===== src/rtl/pwm_capture_16bits_if.sv =====
// rtl/pwm_capture_16bits_if.sv - control inputs and measurement outputs of the PWM capture block
interface pwm_capture_16bits_if #(
  parameter int WIDTH = 16
);
  logic             enable;
  logic             pwm_in;
  logic             polarity;
  logic [WIDTH-1:0] timeout;
  logic [WIDTH-1:0] period_out;
  logic [WIDTH-1:0] high_out;
  logic             meas_valid;
  logic             meas_ovf;
  logic             stall;

  modport master (
    output enable, pwm_in, polarity, timeout,
    input  period_out, high_out, meas_valid, meas_ovf, stall
  );

  modport slave (
    input  enable, pwm_in, polarity, timeout,
    output period_out, high_out, meas_valid, meas_ovf, stall
  );
endinterface


===== src/rtl/pwm_capture_16bits.sv =====
// rtl/pwm_capture_16bits.sv - measures period and active time of an external PWM input
module pwm_capture_16bits #(
  parameter int WIDTH       = 16,
  parameter int SYNC_STAGES = 2
) (
  input logic                  clk,
  input logic                  reset,
  pwm_capture_16bits_if.slave  bus
);

  typedef enum logic [1:0] {IDLE, ARM, MEAS} state_t;

  localparam logic [WIDTH-1:0] ALL_ONES = '1;
  localparam logic [WIDTH-1:0] ONE      = WIDTH'(1);

  state_t state, state_n;

  logic [SYNC_STAGES-1:0] sync_q;
  logic                   act, act_d, act_edge;
  logic                   timeout_en, timed_out;
  logic [WIDTH-1:0]       timeout_m1;

  logic [WIDTH-1:0] per_cnt, per_n;
  logic [WIDTH-1:0] hi_cnt, hi_n;
  logic [WIDTH-1:0] idle_cnt, idle_n;
  logic             sat, sat_n;

  logic [WIDTH-1:0] period_q, period_n;
  logic [WIDTH-1:0] high_q, high_n;
  logic             ovf_q, ovf_n;
  logic             valid_q, valid_n;
  logic             stall_q, stall_n;

  // The synchroniser runs regardless of enable so act_d is settled on re-enable.
  always_ff @(posedge clk or posedge reset) begin
    if (reset) begin
      sync_q <= '0;
      act_d  <= 1'b0;
    end else begin
      sync_q <= {sync_q[SYNC_STAGES-2:0], bus.pwm_in};
      act_d  <= act;
    end
  end

  assign act        = sync_q[SYNC_STAGES-1] ^ bus.polarity;
  assign act_edge   = act & ~act_d;
  assign timeout_en = (bus.timeout != '0);
  assign timeout_m1 = bus.timeout - ONE;
  assign timed_out  = timeout_en && (idle_cnt == timeout_m1);

  always_ff @(posedge clk or posedge reset) begin
    if (reset) begin
      state    <= IDLE;
      per_cnt  <= '0;
      hi_cnt   <= '0;
      idle_cnt <= '0;
      sat      <= 1'b0;
      period_q <= '0;
      high_q   <= '0;
      ovf_q    <= 1'b0;
      valid_q  <= 1'b0;
      stall_q  <= 1'b0;
    end else begin
      state    <= state_n;
      per_cnt  <= per_n;
      hi_cnt   <= hi_n;
      idle_cnt <= idle_n;
      sat      <= sat_n;
      period_q <= period_n;
      high_q   <= high_n;
      ovf_q    <= ovf_n;
      valid_q  <= valid_n;
      stall_q  <= stall_n;
    end
  end

  always_comb begin
    state_n  = state;
    per_n    = per_cnt;
    hi_n     = hi_cnt;
    idle_n   = idle_cnt;
    sat_n    = sat;
    period_n = period_q;
    high_n   = high_q;
    ovf_n    = ovf_q;
    valid_n  = 1'b0;
    stall_n  = stall_q;

    if (!bus.enable) begin
      state_n = IDLE;
      per_n   = '0;
      hi_n    = '0;
      idle_n  = '0;
      sat_n   = 1'b0;
      stall_n = 1'b0;
    end else begin
      case (state)
        IDLE: begin
          state_n = ARM;
          idle_n  = '0;
        end
        ARM: begin
          if (act_edge) begin
            state_n = MEAS;
            per_n   = '0;
            hi_n    = ONE;
            sat_n   = 1'b0;
            idle_n  = '0;
          end else if (timed_out) begin
            stall_n = 1'b1;
            idle_n  = '0;
          end else if (timeout_en) begin
            idle_n = idle_cnt + ONE;
          end
        end
        MEAS: begin
          if (act_edge) begin
            // The edge cycle itself belongs to the closing period, hence the +1.
            period_n = (per_cnt == ALL_ONES) ? ALL_ONES : per_cnt + ONE;
            high_n   = hi_cnt;
            ovf_n    = sat | (per_cnt == ALL_ONES);
            valid_n  = 1'b1;
            stall_n  = 1'b0;
            per_n    = '0;
            hi_n     = ONE;
            sat_n    = 1'b0;
            idle_n   = '0;
          end else begin
            if (per_cnt == ALL_ONES) sat_n = 1'b1;
            else                     per_n = per_cnt + ONE;
            if (act) begin
              if (hi_cnt == ALL_ONES) sat_n = 1'b1;
              else                    hi_n  = hi_cnt + ONE;
            end
            if (timed_out) begin
              stall_n = 1'b1;
              state_n = ARM;
              idle_n  = '0;
            end else if (timeout_en) begin
              idle_n = idle_cnt + ONE;
            end
          end
        end
        default: state_n = IDLE;
      endcase
    end
  end

  assign bus.period_out = period_q;
  assign bus.high_out   = high_q;
  assign bus.meas_ovf   = ovf_q;
  assign bus.meas_valid = valid_q;
  assign bus.stall      = stall_q;

endmodule


===== src/flat_wrapper.sv =====
// flat-port wrapper written by rule: the top's interface ports become plain ports
module pwm_capture_16bits_flat 
#(
  parameter int WIDTH       = 16,
  parameter int SYNC_STAGES = 2
)
  (clk, reset, bus_enable, bus_pwm_in, bus_polarity, bus_timeout, bus_period_out, bus_high_out, bus_meas_valid, bus_meas_ovf, bus_stall);
  pwm_capture_16bits_if #(.WIDTH(WIDTH)) bus_i ();
  input logic clk;
  input logic reset;
  input wire logic [$bits(bus_i.enable)-1:0] bus_enable;
  input wire logic [$bits(bus_i.pwm_in)-1:0] bus_pwm_in;
  input wire logic [$bits(bus_i.polarity)-1:0] bus_polarity;
  input wire logic [$bits(bus_i.timeout)-1:0] bus_timeout;
  output wire logic [$bits(bus_i.period_out)-1:0] bus_period_out;
  output wire logic [$bits(bus_i.high_out)-1:0] bus_high_out;
  output wire logic [$bits(bus_i.meas_valid)-1:0] bus_meas_valid;
  output wire logic [$bits(bus_i.meas_ovf)-1:0] bus_meas_ovf;
  output wire logic [$bits(bus_i.stall)-1:0] bus_stall;
  assign bus_i.enable = bus_enable;
  assign bus_i.pwm_in = bus_pwm_in;
  assign bus_i.polarity = bus_polarity;
  assign bus_i.timeout = bus_timeout;
  assign bus_period_out = bus_i.period_out;
  assign bus_high_out = bus_i.high_out;
  assign bus_meas_valid = bus_i.meas_valid;
  assign bus_meas_ovf = bus_i.meas_ovf;
  assign bus_stall = bus_i.stall;
  pwm_capture_16bits #(.WIDTH(WIDTH), .SYNC_STAGES(SYNC_STAGES)) u_core (.clk(clk), .reset(reset), .bus(bus_i));
endmodule

===== config.mk =====
export PLATFORM = sky130hd
export DESIGN_NAME = pwm_capture_16bits_flat
export DESIGN_NICKNAME = d
export VERILOG_FILES = /design/src/rtl/pwm_capture_16bits_if.sv /design/src/rtl/pwm_capture_16bits.sv /design/src/flat_wrapper.sv
export SDC_FILE = /design/constraint.sdc
export NUM_CORES = 1
export LEC_CHECK = 0
export CORE_UTILIZATION = 35
export DETAILED_ROUTE_END_ITERATION = 16
export PLACE_DENSITY = 0.51
export SYNTH_ARGS = -nofsm -noshare
export SYNTH_HDL_FRONTEND = slang
export SYNTH_SLANG_ARGS = --single-unit

===== constraint.sdc =====
create_clock -name clk -period 4 [get_ports clk]
set_input_delay 1.2 -clock clk [delete_from_list [all_inputs] [get_ports clk]]
set_output_delay 1.2 -clock clk [all_outputs]
set_load 0.1 [all_outputs]

Word-level counts from Yosys, hierarchy flattened
Index checks and enable logic that the tools add are counted.
- add/subtract/negate cells: 4
- equal/unequal tests: 15
- multiplexer cells: 37
- bitwise operators: 4
- reduce and logical (&&, ||, !) cells: 11
- operators by type and width (cell ; count):
    two-way mux 16 bit ; 14
    one-hot mux 16 bit (2 select lines) ; 3
    adder 16 x 1 -> 16 bit, second input constant ; 3
    == test 16 bit, second input constant ; 2
    == test 16 bit ; 1
    nonzero test 16 bit ; 1
    subtractor 16 x 1 -> 16 bit, second input constant ; 1
    two-way mux 1 bit ; 13
    != test 3 x 2 -> 1 bit, second input constant ; 3
    AND reduction 3 bit ; 3
    two-way mux 2 bit ; 4
    != test 4 x 3 -> 1 bit, second input constant ; 2
    != test 3 bit, second input constant ; 2
    one-hot mux 2 bit (3 select lines) ; 1
    AND reduction 2 bit ; 3
    != test 5 x 2 -> 1 bit, second input constant ; 1
    != test 4 x 2 -> 1 bit, second input constant ; 1
    one-hot mux 1 bit (2 select lines) ; 2
    AND reduction 4 bit ; 1
    != test 3 x 1 -> 1 bit, second input constant ; 1
    == test 2 x 1 -> 1 bit, second input constant ; 1
    == test 2 bit, second input constant ; 1
    zero test 2 bit ; 1
    OR reduction 2 bit ; 1
    5 further kinds ; 5
- bits in registers: 89
- bits of input ports: 21

Longest topological paths before layout
Gate-level depths: netlist (run 1).
- depth in word-level cells: 7
- depth in mapped cells: 13
- mapped depth without buffers: 10

Worst setup path before layout (run 1)
Ideal clock, no wire load.
- kind: input -> register
- start point: input port bus_timeout[3]
- end point: register u_core.idle_cnt[9]
- data arrival time: 3.741 ns
- required time: 3.881 ns
- slack: 0.141 ns
- stages on the path: 10
- path through: buf_6 -> or3_1 -> buf_2 -> or4_1 -> o31a_1 -> or4_4 -> o21ai_2 -> and2_2 -> buf_6 -> nor2_1
- cells in the longest elaborated chain, start to end: 7
- RTL lines (element ; RTL line ; text):
    start: declaration ; flat_wrapper.sv:14 ; input wire logic [$bits(bus_i.timeout)-1:0] bus_timeout;
    subtractor 16 x 1 -> 16 bit ; pwm_capture_16bits.sv:48 ; assign timeout_m1 = bus.timeout - ONE;
    == test 16 bit ; pwm_capture_16bits.sv:49 ; assign timed_out = timeout_en && (idle_cnt == timeout_m1);
    logical AND 1 bit ; pwm_capture_16bits.sv:49 ;
    two-way mux 16 bit ; pwm_capture_16bits.sv:135 ; if (timed_out) begin
    two-way mux 16 bit ; pwm_capture_16bits.sv:103 ; if (act_edge) begin
    one-hot mux 16 bit (2 select lines) ; pwm_capture_16bits.sv:97 ; case (state)
    two-way mux 16 bit ; pwm_capture_16bits.sv:89 ; if (!bus.enable) begin
    end signal: assignment ; pwm_capture_16bits.sv:67 ; idle_cnt <= idle_n;
    end: declaration ; pwm_capture_16bits.sv:25 ; logic [WIDTH-1:0] idle_cnt, idle_n;
Several ways; a longest one is shown, not always the timed one.
A chain may end at the register's enable or synchronous reset.

Final worst setup path (run 1)
- start point: input port bus_timeout[3]
- end point: register u_core.idle_cnt[2]
The elaborated chain is that of the path after synthesis.

==> key figures, run 1 <==
Status
  • Status: finished, final reports clean

Synthesis
  • Synth top area cells: dfrtp_1 47%, nor2_1 6.1%, xnor2_1 5.3%, xor2_1 5.3%, mux2_2 4.2%
  • Mean Syn Cell Area: between 9 and 10 um^2
  • Mapped Cells: 508
  • Area leader, netlist: dfrtp_1
  • Ys async rst share: 100%
  • Ys flop type: dfrtp_1
  • Register area share after synthesis: between 40% and 50%
  • Post-synth top area share: 46.7%
  • Synth unique cells: between 40 and 50
  • Synth warn: 0
  • #FFs+latches synth: 89
  • Post-synth EDFFs: 0
  • Post-synthesis cell area: about 4800 um^2
  • Synthesized Nets: roughly 540

STA
  • Slew @ Worst Pin: a little under 1 ns
  • Period minus WS final: 3.87 ns
  • Period utilization: 96.6%
  • Slew margin rel.: roughly a third
  • Final Hold Fails: 0
  • FMAX: roughly 0.26 GHz
  • Max Clock Skew: 0.00654 ns
  • Pins Over Slew Limit: 0
  • # setup viols final: 0
  • Hold_ws: 0.351 ns

Setup path
  • Largest delay contributor family on the critical path: simple AND/OR/NAND/NOR gates
  • Crit-path cells: clkdlybuf4s50_1, or3_4, nor4_4, xnor2_1, or4_1, or4_4, o21ai_4, buf_6, o21ai_0, a21o_1
  • Worst r2r src: u_core.per_cnt[0]
  • Reg2Reg Setup Slack: about 1.3 ns
  • Crit path max fanout: 4
  • Reg2reg end: u_core.per_cnt[7]
  • WP data required: 4.23 ns
  • Endpoint type of the worst setup path: flop
  • Worst R2R Path Depth: 10
  • Crit path buf inv count: 2
  • Worst setup SP type: primary input
  • Critical-path top delay cell: or4_4
  • WS Path Type: in -> reg
  • Arrival @ worst endpoint: 4.10 ns
  • Worst stage delay on the critical path: 0.60 ns
  • CP Depth: 10

Floorplan
  • Die area: 14100 um^2
  • Die Ht: 119 um
  • Die width: 119 um
  • IO Count: 56
  • # rows: 42
  • Core ar.: 13200 um^2
  • Initial core utilization: 36.0%

Detailed routing
  • Routed vias: ~3.9k
  • Final ANT Viol Nets: 0
  • 1st-pass router iterations: 4
  • Initial DRC count: ~180
  • Vias/cell: 5.04
  • Final WL: roughly 11 mm
  • Avg WL per Cell: between 10 and 15 um
  • DRC viols: 0

GRT
  • First-pass GRT wire length: 18.2 mm
  • All-Layer GR Usage: 16.2%
  • Vias in the first global route: around 3.8k
  • Largest net degree at the start of global routing: 36
  • GRT overflow: 0
  • Initial antenna violation count: 0

Hold path
  • Hold path startpoint: u_core.sync_q[0]
  • Min-Delay Path Class: reg -> reg
  • Hold depth: 0
  • Hold path endpoint: u_core.sync_q[1]

Placement
  • Placer Congestion: approximately 0.86
  • Buffers added on ports: 55
  • Placed Instances: 754
  • Hpwl dp: 7.78 mm

Flow run
  • Max-cap violations: 0

Clock tree
  • Hold-fix buffers, CTS: 0
  • Bufs on Longest Clock Path: 2
  • Clock sink count: 89
  • CTS clock-pin slew for the worst setup and hold paths: about 0.060 ns
  • CTS Buf Count: 9
  • TritonCTS clock tree: yes
  • Root Buffer: clkbuf_16
  • Htree depth: 3
  • Worst-Skew Late Latency: 0.34 ns

Finish
  • Final #Nets: 619
  • Ant diodes: 0
  • Register area: 2230 um^2
  • Final Non-Filler Cells: slightly below 800
  • Area growth, synth to finish: 28.0%
  • # fillers: around 1.3k
  • Multi-input gate area: around 2400 um^2
  • Layout cells sized above 1: 14.5%

Pwr
  • VDD IR max: 0.000250 V
  • Power Density: ~520 nW/um^2
  • Pleak: 2.66 nW
## area by class of cell
cell class	instances	area share [%]
clock inverter	5	1.29
sequential	89	36.5
timing repair buffer	95	14.1
inverter	16	1.00
multi-input combinational	379	39.5
tap	176	3.61
clock buffer	11	3.98
## per-layer routing
| metal | part of all wire, % | GRT usage (%) | up-vias | routed length [um] |
|---|---|---|---|---|
| met5 | 0 | 0 | - | 0 |
| met4 | 1.4 | 5.30 | 0 | 147 |
| met3 | 2.9 | 3.09 | 14 | 306 |
| met2 | 48 | 26.4 | 61 | 5120 |
| met1 | 48 | 21.6 | 1877 | 5120 |
| li1 | - | - | 1936 | - |
## layout by cell type (no fill, tap or decap), drive strengths merged, types with 2 or more instances in the layout
cell            n
nand2b          3
nand4          11
clkinv          4
dlymetal6s2s    4
xnor2          29
o211ai          4
bufinv          2
dfrtp          89
a31oi          20
o22ai           2
and2            6
a21o            3
nor2b           3
o21a            2
or4             6
o21ai          38
clkdlybuf4s50  50
buf            41
nand3b          3
and4            6
xor2           29
nor4            5
mux2           18
nand3          15
or3             4
nand2          41
a21oi           7
nor3            7
clkbuf         11
nor2           78
inv            15
and3           17
ha              8
o31ai           5
## logic make-up after synthesis
group / Yosys count / share of synthesized area [%]
compound gates: 87 / 11.2
xor+xnor: 58 / 10.7
fa+ha+maj: 8 / 2.10
buf+inv: 40 / 3.49
flops: 89 / 46.7
mux: 18 / 4.25
simple gates: 208 / 21.6
## sequential cells by signal, indices dropped and copies added, names as in the netlist
| register | flops |
|---|---|
| u_core.bus.high_out | 16 |
| u_core.bus.period_out | 16 |
| u_core.hi_cnt | 16 |
| u_core.idle_cnt | 16 |
| u_core.per_cnt | 16 |
| u_core.state | 2 |
| u_core.sync_q | 2 |
| u_core.act_d | 1 |
| u_core.bus.meas_ovf | 1 |
| u_core.bus.meas_valid | 1 |
| u_core.bus.stall | 1 |
| u_core.sat | 1 |
## what timing repair did
action | in CTS | in global routing
gates resized for setup | 0 | 12
buffers inserted | 0 | 1
endpoints found under the setup margin | 0 | 15
## stage by stage
step / setup slack [ns] / setup TNS [ns] / instance area (um^2) / util, % / total power, mW
floorplan: 0.141 / 0 / 4770 / - / 1.99
global placement: -0.267 / -4.56 / 5730 / 43.2 / 2.29
detailed placement: -0.317 / -5.30 / 5730 / 43.2 / 2.29
CTS: 0.0382 / 0 / 6050 / 45.7 / 3.21
global route: -0.00894 / -0.00894 / 6100 / 46.1 / 3.32
finish: 0.134 / 0 / 6100 / 46.1 / 3.19
## where the power goes
part	internal [mW]	total, mW	leakage, nW	switching (mW)
Clock	0.564	0.911	0.159	0.347
Sequential	1.00	1.07	1.22	0.0646
Combinational	0.308	1.21	1.29	0.900
## synth_stat cells, types with 2 or more instances
cell and n:
mux2_2 18, a21oi_1 7, inv_1 16, o22ai_1 2
nor4_1 4, buf_6 2, nand2b_1 3, dfrtp_1 89
a31oi_1 20, nand3b_1 3, or4_1 4, xor2_1 29
o211ai_1 4, nor3_1 7, o31ai_1 4, nand3_1 15
and3_1 17, a21o_1 3, and4_1 6, nand4_1 11
o21ai_0 36, ha_1 8, o21a_1 2, nor2_1 78
xnor2_1 29, or4_4 2, nand2_1 41, clkbuf_1 20
nor2b_1 3, and2_1 5, or3_1 4
## how the worst max path moves through the flow
stage	start	endpoint	slack [ns]
2_1_floorplan	bus_timeout[3]	u_core.idle_cnt[9]	0.14
3_3_place_gp	bus_timeout[7]	u_core.idle_cnt[10]	-0.27
3_5_place_dp	bus_timeout[7]	u_core.idle_cnt[5]	-0.32
4_1_cts	bus_timeout[7]	u_core.idle_cnt[13]	0.04
5_1_grt	bus_timeout[3]	u_core.idle_cnt[2]	-0.009
6_report	bus_timeout[3]	u_core.idle_cnt[2]	0.13
(Power assumes the default switching activity.)
==> run 2, diff against run 1 <==
- CORE_MARGIN: unset -> 2
==> run 2 against run 1 <==
Net effect:
- design area shrank 0.68%
- sequential cell count did not move
- core utilization is 0.49 points lower
- setup slack lost 0.0043 ns
- non-clock buffer count down 3
- routed wire length is 2.0% lower
- clock skew down 0.0031 ns
- die area increased by 3.4%
- clock power fell by 8.2%
- critical endpoint unchanged
- fmax decreased by 0.11%
- hold slack improved by 0.0040 ns
- critical path depth is the same
==> key figures, run 2 (synthesized netlist as in run 1, its figures left out) <==
STA
  • FMAX: 0.258 GHz (-0.11%)
  • Max Clock Skew: 0.00348 ns (-0.00306 ns)
  • # setup viols final: 0 (unchanged)
  • Final Hold Fails: 0 (unchanged)
  • Worst Setup Slack, final: 0.130 ns (-0.00432 ns)
  • Period utilization: 96.8% (+0.11 points)
  • RSZ-0062 raised after global routing: false
  • Slew @ Worst Pin: 0.977 ns (-0.000529 ns)
  • Slew margin rel.: 34.7% (+0.035 points)
  • Hold_ws: 0.355 ns (+0.00400 ns)
  • Period minus WS final: 3.87 ns (+0.00432 ns)
  • Pins Over Slew Limit: 0 (unchanged)

Pwr
  • VDD IR max: 0.000209 V (-17%)
  • Pleak: 2.64 nW (-0.88%)
  • Power Density: 513 nW/um^2 (-1.7%)
  • Total power: 3.11 mW (-2.4%)

Clock tree
  • Bufs on Longest Clock Path: 2 (unchanged)
  • CTS Buf Count: 9 (unchanged)
  • Clock sink count: 89 (unchanged)
  • Worst-Skew Late Latency: 0.33 ns (about the same)
  • TritonCTS clock tree: yes
  • Root Buffer: clkbuf_16
  • Htree depth: 3 (unchanged)
  • CTS clock-pin slew for the worst setup and hold paths: 0.06 ns (about the same)
  • Hold-fix buffers, CTS: 0 (unchanged)

Finish
  • Area growth, synth to finish: 27.1%
  • Most common cell after layout, fill and taps aside: dfrtp_1
  • Post-layout util: 45.6% (-0.49 points)
  • Register area: 2230 um^2 (unchanged)
  • Final #Nets: 616 (-0.48%)
  • Multi-input gate area: 2400 um^2 (-0.36%)
  • Ant diodes: 0 (unchanged)
  • # fillers: 1310 (+2.3%)
  • Post-route cell area: 6060 um^2 (-0.68%)
  • Layout cells sized above 1: 13.9% (-0.60 points)
  • Most frequent cells in the layout: 89 x dfrtp_1, 78 x nor2_1, 50 x clkdlybuf4s50_1

Setup path
  • Crit-path cells: clkdlybuf4s50_1, or3_4, nor4_4, xnor2_1, or4_1, or4_4, o21ai_2, buf_4, o21ai_0, a21o_1
  • Worst r2r src: u_core.per_cnt[0]
  • Worst R2R Path Depth: 9 (-1)
  • Critical-path top delay cell: or4_4
  • Worst stage delay on the critical path: 0.58 ns (-0.02 ns)
  • Reg2reg end: u_core.per_cnt[5]
  • Largest delay contributor family on the critical path: simple AND/OR/NAND/NOR gates
  • Worst setup SP type: primary input
  • Reg2Reg Setup Slack: 1.30 ns (+0.05 ns)
  • Endpoint type of the worst setup path: flop
  • Arrival @ worst endpoint: 4.10 ns (about the same)
  • Crit path max fanout: 4 (unchanged)
  • WS Path Type: in -> reg
  • WP data required: 4.23 ns (about the same)
  • Crit path buf inv count: 2 (unchanged)

Detailed routing
  • Routed vias: 3867 (-0.54%)
  • Final ANT Viol Nets: 0 (unchanged)
  • 1st-pass router iterations: 5 (+1)
  • Initial DRC count: 220 (+23%)
  • Vias/cell: 5.04 (-0.15%)
  • DRC viols: 0 (unchanged)
  • Avg WL per Cell: 13.6 um (-1.6%)
  • Final WL: 10.5 mm (-2.0%)

Floorplan
  • Die width: 121 um (+1.7%)
  • Die Ht: 121 um (+1.7%)
  • Initial core utilization: 35.9% (-0.14 points)
  • Core ar.: 13300 um^2 (+0.40%)
  • # rows: 42 (unchanged)
  • IO Count: 56 (unchanged)
  • Die area: 14600 um^2 (+3.4%)

Placement
  • Placer Congestion: 0.779 (-9.5%)
  • Area after DPL: 5730 um^2 (about the same)
  • Buffers added on ports: 55 (unchanged)
  • Hpwl dp: 7.70 mm (-0.99%)
  • Pre-CTS WS: -0.324 ns (-0.00734 ns)

Flow run
  • Max-cap violations: 0 (unchanged)

Status
  • Status: finished, final reports clean

GRT
  • Largest net degree at the start of global routing: 37 (+2.8%)
  • Vias in the first global route: 3825 (+1.8%)
  • Initial antenna violation count: 0 (unchanged)
  • All-Layer GR Usage: 15.5% (-0.68 points)
  • First-pass GRT wire length: 18.3 mm (+0.57%)
  • GRT overflow: 0 (unchanged)

Hold path
  • Hold depth: 0 (unchanged)
  • Min-Delay Path Class: reg -> reg
  • Hold path startpoint: u_core.sync_q[0]
  • Hold path endpoint: u_core.sync_q[1]
[run 2: cell type report]
type / instances / area share (%)
Tap cell: 176 / 3.63
Sequential cell: 89 / 36.7
Timing Repair Buffer: 92 / 14.2
Inverter: 16 / 1.01
Clock inverter: 3 / 0.660
Clock buffer: 13 / 4.13
Multi-Input combinational cell: 379 / 39.6
[run 2: power breakdown]
| part | internal [mW] | total, mW | switching, mW | leakage [nW] |
|---|---|---|---|---|
| sequential | 1.00 | 1.07 | 0.0680 | 1.22 |
| clock | 0.500 | 0.836 | 0.336 | 0.144 |
| combinational | 0.304 | 1.20 | 0.899 | 1.28 |
| total | 1.81 | 3.11 | 1.30 | 2.64 |
[run 2: repair_timing]
| action | CTS | global route |
|---|---|---|
| gates resized for setup | 0 | 10 |
| buffers inserted | 0 | 1 |
| setup endpoints to repair | 0 | 14 |
[run 2: worst max-delay path by stage]
stage,start,to,slack (ns),cells after the start
3_5_place_dp,bus_timeout[7],u_core.idle_cnt[12],-0.32,8
3_3_place_gp,bus_timeout[7],u_core.idle_cnt[2],-0.27,9
5_1_grt,bus_timeout[3],u_core.idle_cnt[2],0.02,10
6_report,bus_timeout[3],u_core.idle_cnt[2],0.13,10
4_1_cts,bus_timeout[7],u_core.idle_cnt[11],0.03,8
2_1_floorplan,bus_timeout[3],u_core.idle_cnt[9],0.14,10
[run 2: metrics by stage]
step                      setup TNS [ns]  std cells
final                                  0        768
after global routing                   0        768
after CTS                              0        767
after detailed placement           -5.32        751
after global placement             -4.64        751
after floorplan                        0        508
[run 2: worst register-to-register path, cell delays in order, from the launching register on]
cell and delay (ns):
dfrtp_1 0.43, ha_1 0.25, and3_1 0.25, and3_1 0.35
and4_1 0.37, nand3_1 0.12, nand2_1 0.45, nor2_1 0.10
o21ai_0 0.15, o21ai_0 0.11
[run 2: layer usage]
layer	GRT usage [%]	vias to the layer above	part of all wire (%)
met3	3.16	7	3.9
met5	0	-	0
met4	4.22	0	1.0
met1	20.8	1863	48
li1	-	1930	-
met2	25.6	67	47
==> run 3, diff against run 2 <==
- CAP_MARGIN: unset -> 15
- CORE_ASPECT_RATIO: unset -> 0.7
==> run 3 against run 2 <==
Net effect:
- via count is 0.39% higher
- sequential cell count stayed put
- fmax fell by 2.1%
- largest cell class unchanged
- largest power group unchanged
- highest routed layer unchanged
==> key figures, run 3 (synthesized netlist as in run 1, its figures left out) <==
Status
  • Status: finished, final reports clean

Setup path
  • Arrival @ worst endpoint: 4.18 ns (+0.08 ns)
  • Endpoint type of the worst setup path: flop
  • Reg2reg end: u_core.per_cnt[6]
  • Worst setup SP type: primary input
  • Worst R2R Path Depth: 9 (unchanged)
  • Crit-path cells: clkdlybuf4s50_1, or4_4, or4_4, o31a_1, or4_4, o21ai_4, and2_2, nor2_1
  • Worst r2r src: u_core.per_cnt[0]
  • Crit path max fanout: 6 (+2)
  • Crit-path most repeated cell: or4_4
  • Worst stage delay on the critical path: 0.58 ns (about the same)
  • Critical-path top delay cell: or4_4
  • Reg2Reg Setup Slack: 1.23 ns (-0.07 ns)
  • WS Path Type: in -> reg
  • WP data required: 4.22 ns (about the same)

Pwr
  • Seq pwr share: 33.1% (-1.4 points)
  • Total power: 3.22 mW (+3.6%)
  • Clk network pwr share: 28.7% (+1.8 points)
  • VDD IR max: 0.000232 V (+11%)
  • Power Density: 528 nW/um^2 (+3.0%)
  • Sw power: 1.32 mW (+1.6%)
  • Pleak: 2.61 nW (-1.1%)
  • Switching portion of total power: 41.1% (-0.80 points)
  • Share of power burned in combinational logic: 38.1% (-0.6 points)
  • P_int: 1.90 mW (+5.0%)

Finish
  • Ant diodes: 0 (unchanged)
  • Post-layout util: 46.1% (+0.51 points)
  • Post-route cell area: 6100 um^2 (+0.58%)
  • Most common cell after layout, fill and taps aside: dfrtp_1
  • Most frequent cells in the layout: 89 x dfrtp_1, 78 x nor2_1, 52 x clkdlybuf4s50_1
  • Area growth, synth to finish: 27.9%
  • Final #Nets: 614 (-0.32%)
  • Layout cells sized above 1: 14.2% (+0.39 points)

Clock tree
  • Root Buffer: clkbuf_16
  • TritonCTS clock tree: yes
  • CTS clock-pin slew for the worst setup and hold paths: 0.06 ns (about the same)
  • CTS Buf Count: 9 (unchanged)
  • Hold-fix buffers, CTS: 0 (unchanged)
  • Htree depth: 3 (unchanged)
  • Bufs on Longest Clock Path: 2 (unchanged)
  • Clock sink count: 89 (unchanged)
  • Post-CTS setup buffers: 0 (unchanged)
  • Worst-Skew Late Latency: 0.34 ns (about the same)

Detailed routing
  • Avg WL per Cell: 14.7 um (+7.5%)
  • Vias/cell: 5.01 (-0.52%)
  • Final WL: 11.4 mm (+8.5%)
  • DRC viols: 0 (unchanged)
  • Initial DRC count: 213 (-3.2%)
  • 1st-pass router iterations: 4 (-1)
  • Routed vias: 3882 (+0.39%)
  • Final ANT Viol Nets: 0 (unchanged)

Hold path
  • Hold path endpoint: u_core.sync_q[1]
  • Hold depth: 0 (unchanged)
  • Hold path startpoint: u_core.sync_q[0]
  • Min-Delay Path Class: reg -> reg

Floorplan
  • # rows: 35 (-17%)
  • Die width: 144 um (+19%)
  • Die Ht: 102 um (-16%)
  • Die area: 14600 um^2 (+0.10%)
  • Initial core utilization: 36.1% (+0.19 points)
  • Core ar.: 13200 um^2 (-0.53%)
  • IO Count: 56 (unchanged)

STA
  • Period utilization: 98.8% (+2.1 points)
  • Slew @ Worst Pin: 0.985 ns (+0.00866 ns)
  • FMAX: 0.253 GHz (-2.1%)
  • Pins Over Slew Limit: 0 (unchanged)
  • RSZ-0062 raised after global routing: true
  • Period minus WS final: 3.95 ns (+0.0823 ns)
  • Max Clock Skew: 0.00693 ns (+0.00345 ns)
  • Final Hold Fails: 0 (unchanged)
  • # setup viols final: 0 (unchanged)
  • Slew margin rel.: 34.1% (-0.58 points)
  • Hold_ws: 0.348 ns (-0.00692 ns)

GRT
  • Initial antenna violation count: 0 (unchanged)
  • Largest net degree at the start of global routing: 37 (unchanged)
  • All-Layer GR Usage: 16.7% (+1.2 points)
  • First-pass GRT wire length: 19.1 mm (+4.1%)
  • GRT overflow: 0 (unchanged)
  • Vias in the first global route: 3758 (-1.8%)

Placement
  • Hpwl dp: 8.19 mm (+6.4%)
  • Placer Congestion: 0.799 (+2.6%)
  • Area after DPL: 5720 um^2 (-0.15%)
  • Buffers added on ports: 55 (unchanged)

Flow run
  • Max-cap violations: 0 (unchanged)
[run 3: worst max-delay path by stage]
stage                               from             endpoint  slack, ns  depth (start not counted)
after floorplan           bus_timeout[3]   u_core.idle_cnt[9]       0.14                         10
after global placement    bus_timeout[7]   u_core.idle_cnt[5]      -0.32                          8
after detailed placement  bus_timeout[7]   u_core.idle_cnt[6]      -0.37                          8
after CTS                 bus_timeout[7]      u_core.state[0]       0.03                          8
after global routing      bus_timeout[9]   u_core.idle_cnt[0]     -0.006                          9
final                     bus_timeout[9]  u_core.idle_cnt[12]       0.05                          8
[run 3: repair_timing]
action / 4_1_cts / 5_1_grt
gates cloned: 0 / 1
gates resized for setup: 1 / 7
pin swaps: 0 / 3
endpoints found under the setup margin: 13 / 14
endpoints found under the hold margin: 0 / 0
[run 3: layer usage]
metal | routed length, um | up-vias | global-route usage, %
met4 | 117 | 0 | 4.37
met1 | 5970 | 1859 | 25.1
li1 | - | 1927 | -
met3 | 549 | 11 | 3.74
met2 | 4740 | 85 | 24.3
met5 | 0 | - | 0
[run 3: final cells by class]
class / count / area, um^2
clock inverter: 4 / 73.8
sequential: 89 / 2230
multi-input combinational: 380 / 2420
timing repair buffer: 89 / 823
clock buffer: 12 / 256
inverter: 16 / 61.3
tap: 185 / 231
fill: 1292 / 7130
[run 3: stage by stage]
stage          setup WS (ns)  TNS (ns)  std cells
5_1_grt             -0.00550   -0.0102        775
6_report              0.0475         0        775
4_1_cts               0.0349         0        774
3_3_place_gp          -0.317     -5.14        758
3_5_place_dp          -0.369     -6.01        758
2_1_floorplan          0.141         0        508
[run 3: power groups by stage]
stage | sequential, mW | clock, mW | combinational, mW
2_1_floorplan | 1.73 | 0 | 0.253
3_3_place_gp | 1.08 | 0 | 1.21
3_5_place_dp | 1.09 | 0 | 1.22
4_1_cts | 1.07 | 0.953 | 1.22
5_1_grt | 1.08 | 0.997 | 1.29
6_report | 1.07 | 0.925 | 1.23
[run 3: worst max-delay path: cells and delay by family]
family | cells | cell delay (ns)
simple gates | 5 | 2.02
compound gates | 2 | 0.54
buf+inv | 1 | 0.42
